===== src/rtl/iob_cpu_bus_merge.sv =====
// ============================================================================
// iob_cpu_bus_merge: round-robin merge of ibus (m0) and dbus (m1) onto one
// IOb slave port, one outstanding read, zero added latency.   Rev 1.0
// ============================================================================
`default_nettype none

module iob_cpu_bus_merge #(
   parameter int ADDR_W = 32,
   parameter int DATA_W = 32
) (
   input  logic                clk_i,
   input  logic                rst_i,
   input  logic                cke_i,

   input  logic                m0_avalid_i,
   input  logic [ADDR_W-1:0]   m0_addr_i,
   input  logic [DATA_W-1:0]   m0_wdata_i,
   input  logic [DATA_W/8-1:0] m0_wstrb_i,
   output logic [DATA_W-1:0]   m0_rdata_o,
   output logic                m0_rvalid_o,
   output logic                m0_ready_o,

   input  logic                m1_avalid_i,
   input  logic [ADDR_W-1:0]   m1_addr_i,
   input  logic [DATA_W-1:0]   m1_wdata_i,
   input  logic [DATA_W/8-1:0] m1_wstrb_i,
   output logic [DATA_W-1:0]   m1_rdata_o,
   output logic                m1_rvalid_o,
   output logic                m1_ready_o,

   output logic                s_avalid_o,
   output logic [ADDR_W-1:0]   s_addr_o,
   output logic [DATA_W-1:0]   s_wdata_o,
   output logic [DATA_W/8-1:0] s_wstrb_o,
   input  logic [DATA_W-1:0]   s_rdata_i,
   input  logic                s_rvalid_i,
   input  logic                s_ready_i
);

   localparam int STRB_W = DATA_W / 8;

   typedef enum logic [1:0] {
      ST_IDLE = 2'd0,
      ST_REQ  = 2'd1,
      ST_RESP = 2'd2
   } state_t;

   state_t state_q, state_d;
   logic   gnt_q, gnt_d;
   logic   last_q, last_d;

   logic              any_req;
   logic              arb_sel;
   logic              sel;
   logic              req_v;
   logic              resp_v;
   logic [ADDR_W-1:0] sel_addr;
   logic [DATA_W-1:0] sel_wdata;
   logic [STRB_W-1:0] sel_wstrb;
   logic              sel_write;

   // On a tie the master not served most recently wins; otherwise whoever asks.
   assign any_req   = m0_avalid_i | m1_avalid_i;
   assign arb_sel   = (m0_avalid_i & m1_avalid_i) ? ~last_q : m1_avalid_i;
   assign sel       = (state_q == ST_IDLE) ? arb_sel : gnt_q;
   assign req_v     = ((state_q == ST_IDLE) & any_req) | (state_q == ST_REQ);
   assign resp_v    = (state_q == ST_RESP) & s_rvalid_i;
   assign sel_addr  = sel ? m1_addr_i  : m0_addr_i;
   assign sel_wdata = sel ? m1_wdata_i : m0_wdata_i;
   assign sel_wstrb = sel ? m1_wstrb_i : m0_wstrb_i;
   assign sel_write = |sel_wstrb;

   always_comb begin
      state_d = state_q;
      gnt_d   = gnt_q;
      last_d  = last_q;
      unique case (state_q)
         ST_IDLE: begin
            if (any_req) begin
               if (s_ready_i) begin
                  last_d = sel;
                  if (!sel_write) begin
                     gnt_d   = sel;
                     state_d = ST_RESP;
                  end
               end else begin
                  // Grant is locked until the slave takes the request.
                  gnt_d   = sel;
                  state_d = ST_REQ;
               end
            end
         end
         ST_REQ: begin
            if (s_ready_i) begin
               last_d  = gnt_q;
               state_d = sel_write ? ST_IDLE : ST_RESP;
            end
         end
         ST_RESP: begin
            if (s_rvalid_i) begin
               state_d = ST_IDLE;
            end
         end
         default: state_d = ST_IDLE;
      endcase
   end

   always_ff @(posedge clk_i) begin
      if (rst_i) begin
         state_q <= ST_IDLE;
         gnt_q   <= 1'b0;
         last_q  <= 1'b1;
      end else if (cke_i) begin
         state_q <= state_d;
         gnt_q   <= gnt_d;
         last_q  <= last_d;
      end
   end

   // Every output is held at zero while reset is asserted.
   always_comb begin
      s_avalid_o  = ~rst_i & req_v;
      s_addr_o    = (rst_i | ~req_v) ? '0 : sel_addr;
      s_wdata_o   = (rst_i | ~req_v) ? '0 : sel_wdata;
      s_wstrb_o   = (rst_i | ~req_v) ? '0 : sel_wstrb;
      m0_ready_o  = ~rst_i & req_v & ~sel & s_ready_i;
      m1_ready_o  = ~rst_i & req_v &  sel & s_ready_i;
      m0_rvalid_o = ~rst_i & resp_v & ~gnt_q;
      m1_rvalid_o = ~rst_i & resp_v &  gnt_q;
      m0_rdata_o  = rst_i ? '0 : s_rdata_i;
      m1_rdata_o  = rst_i ? '0 : s_rdata_i;
   end

endmodule

`default_nettype wire


===== config.mk =====
export PLATFORM = sky130hd
export DESIGN_NAME = iob_cpu_bus_merge
export DESIGN_NICKNAME = d
export VERILOG_FILES = /design/src/rtl/iob_cpu_bus_merge.sv
export SDC_FILE = /design/constraint.sdc
export NUM_CORES = 1
export LEC_CHECK = 0
export BUFFER_PORTS_ARGS = -buffer_cell sky130_fd_sc_hd__buf_4
export CAP_MARGIN = 15
export CORE_AREA = 2 2 122 124
export DETAILED_ROUTE_END_ITERATION = 16
export DIE_AREA = 0 0 124 126
export HOLD_SLACK_MARGIN = 0.15
export PLACE_DENSITY = 0.43
export SLEW_MARGIN = 30
export SYNTH_ARGS = -nofsm -noshare
export SYNTH_HDL_FRONTEND = slang
export SYNTH_SLANG_ARGS = --single-unit

===== constraint.sdc =====
create_clock -name clk_i -period 4.4 [get_ports clk_i]
set_input_delay 0 -clock clk_i [delete_from_list [all_inputs] [get_ports clk_i]]
set_output_delay 0 -clock clk_i [all_outputs]
set_load 0.02 [all_outputs]

==> flow_summary_export.csv <==
group,metric,value,unit
sta,clock_skew,0.00180,ns
critical_path,arrival,2.55,ns
clocking,cts_tree,"yes",
placement,gp_congestion,0.878,
clocking,clk_latency,0.23,ns
sta,rsz0062_at_grt,"no",
sta,finalSetupTns,0,ns
critical_path,crit_fanout,46,
critical_path,crit_top_cell,"buf_4",
logic_synthesis,ys_seq_area_frac,0.0436,
logic_synthesis,synth-simple-area-share,0.442,
sta,period_share,0.579,
sta,setup_ws,1.85,ns
logic_synthesis,synth_xor_area_frac,0,
layout,fin_nets,773,
drt,routed_wl,10700,um
status,status,"complete, no violations",
clocking,cts-resized-gates,0,
logic_synthesis,synthMuxAreaShare,0.0191,
placement,pre_cts_ws,2.09,ns
power,powerDensity,170,nW/um^2
global_route,antenna_found_initial,0,
layout,n_antenna_cell,0,
logic_synthesis,synth_top_family_by_area,"simple AND/OR/NAND/NOR gates",
power,ir_worst_vdd,0.0000817,V
power,sw_frac_of_total,0.431,
floorplan,ios,312,
logic_synthesis,postSynth.asyncResetShare,0,
floorplan,rows,44,
logic_synthesis,avgSynthCellArea,5.47,um^2
critical_path,worstSetupStartpointType,"flip-flop",
drt,post_drt_wl_per_cell,13.7,um
job,max-cap-violations,0,
floorplan,die_w,124,um
clocking,cts.sinks,4,
floorplan,core,14300,um^2
placement,dpl.hpwl,8850,um
drt,vias_per_cell,4.05,
power,power,705,uW
clocking,cts.path.max_buffers,2,
logic_synthesis,syn_nets,511,
global_route,overflow,0,
layout,final_area,4140,um^2
logic_synthesis,yosys_warnings,0,
hold_path,hold_path.class,"in2reg",
critical_path,required,4.40,ns
sta,worstMarginPinSlew,0.798,ns
drt,antenna_left,0,
logic_synthesis,synth_top_area_cell,"nand2_1",
sta,fin_hold_ws,0.177,ns
logic_synthesis,synthTopCellsByArea,"nand2_1 (28%), buf_4 (13%), a21oi_1 (13%)",
logic_synthesis,synth_compound_area_frac,0.277,
global_route,grt_pass1_wl,15600,um
placement,placed_area,4050,um^2
power,power_leakage,2.19,nW
logic_synthesis,synthCells,336,
critical_path,worstPathCellList,"nor2_4 -> mux2i_4 -> buf_4 -> nand2_1 -> a21oi_1 -> buf_4",
layout,area_growth_syn_to_layout,126,%
logic_synthesis,yosysMostFrequentCell,"nand2_1",
power,comb_power_share,0.739,
drt,drt_iter0_markers,169,
logic_synthesis,synth_edf_count,0,
critical_path,crit_path_top_delay_cell,"mux2i_4",
sta,max_freq,393,MHz
sta,finalSetupViolCount,0,
floorplan,initial_utilization,0.128,
layout,drive_gt1_frac,0.572,
sta,finalHoldViolCount,0,
power,p_int,401,uW
logic_synthesis,synthAdderAreaFrac,0,
logic_synthesis,syn_area,1840,um^2
critical_path,reg2reg_slack,2.58,ns
drt,drc,0,
placement,io_buffers,311,
power,clkPwrFrac,0.203,
floorplan,dieArea,15600,um^2
critical_path,crit_path_end_kind,"output pin",
logic_synthesis,ys_top_cells_by_count,"nand2_1 (137), a21oi_1 (48), nor2b_1 (34), buf_4 (33), a21oi_2 (20)",
critical_path,critPathMaxStageDelay,0.72,ns
layout,nFillCells,1607,
clocking,numCtsBuffers,3,
clocking,h-tree-depth,1,
sta,relSlewSlack,0.457,
logic_synthesis,synth.distinct_cells,33,
power,p_sw,304,uW
global_route,grtUsageTotal,0.125,
logic_synthesis,synth_top_area_frac,0.280,
logic_synthesis,ys.flop_type,"dfxtp_1",
drt,vias,3159,
drt,firstDrtPassIters,4,
global_route,grt_max_degree,52,
critical_path,worstSetupPathType,"reg2out",
sta,slew_viol_final,0,
floorplan,die_h,126,um
clocking,root_buffer,"clkbuf_16",
sta,timing.final.crit_period,2.55,ns
power,seqPwrFrac,0.058,
clocking,clk_pin_slew,0.03,ns
logic_synthesis,synth_seq_cells,4,
global_route,grt_pass1_vias,3086,
[timing repair]
item	4_1_cts	5_1_grt
hold buffers	2	0
setup buffers	0	0
hold endpoints to repair	3	0
[registers in the layout, summed over array words and instances, names as in the netlist]
signal and flops:
gnt_q 1, last_q 1, state_q 2
[kinds of logic (layout without fill, tap and decap cells)]
| family | Yosys count | after routing |
|---|---|---|
| buffers and inverters | 63 | 323 |
| AOI/OAI and AO/OA | 80 | 80 |
| and+or+nand+nor | 186 | 186 |
| DFF | 4 | 4 |
| muxes | 3 | 3 |
[final timing paths]
check	to	from	cells past startpoint
worst min-delay path	state_q[0]$_SDFFE_PP0P_	rst_i	2
worst min register to register	last_q$_SDFFE_PP1P_	last_q$_SDFFE_PP1P_	2
worst max-delay path	s_addr_o[29]	state_q[0]$_SDFFE_PP0P_	6
worst max register to register	gnt_q$_SDFFE_PP0P_	state_q[1]$_SDFFE_PP0P_	4
[cell usage in the layout (no fill, tap or decap), types with 2 or more instances in the layout]
cell,netlist,layout
dfxtp_1,4,4
a21oi_1,48,48
a21oi_2,20,20
and3_1,2,2
inv_1,3,3
nor3_1,4,4
nor2b_1,34,34
dlygate4sd3_1,0,2
buf_4,33,314
nor4_1,2,2
nor2_1,2,2
nand3_1,3,3
clkbuf_16,0,3
nand2_1,137,137
[final cells by class]
| type | instances | area [um^2] | area share |
|---|---|---|---|
| inverters | 4 | 15.0 | 0.00362 |
| multi-input cells | 269 | 1370 | 0.330 |
| repair buffers | 316 | 2380 | 0.574 |
| well taps | 184 | 230 | 0.0556 |
| flip-flops and latches | 4 | 80.1 | 0.0193 |
| clock buffers | 3 | 75.1 | 0.0181 |
[power by group through the flow]
stage | sequential [mW] | combinational [mW] | clock, mW
after floorplan | 0.0406 | 0.276 | 0
after global placement | 0.0412 | 0.523 | 0
after detailed placement | 0.0412 | 0.524 | 0
after CTS | 0.0407 | 0.527 | 0.146
after global routing | 0.0410 | 0.565 | 0.149
final | 0.0408 | 0.521 | 0.143
[per-layer routing]
| metal | track usage | vias to the layer above | part of all wire |
|---|---|---|---|
| li1 | - | 1581 | - |
| met5 | 0 | - | 0 |
| met4 | 0.0311 | 0 | 0.017 |
| met2 | 0.231 | 183 | 0.51 |
| met1 | 0.145 | 1381 | 0.38 |
| met3 | 0.0226 | 14 | 0.096 |
[metrics by stage]
step,util,std cells
2_1_floorplan,-,336
3_3_place_gp,0.283,775
3_5_place_dp,0.283,775
4_1_cts,0.290,780
5_1_grt,0.290,780
6_report,0.290,780
[worst max-delay path: cells and delay by family, from the launching register on]
kind | cells | cell delay, ns
AOI/OAI and AO/OA | 1 | 0.18
buffers and inverters | 2 | 0.71
DFF | 1 | 0.36
muxes | 1 | 0.72
and+or+nand+nor | 2 | 0.31
Note: power is estimated with default switching activity, not from simulation.
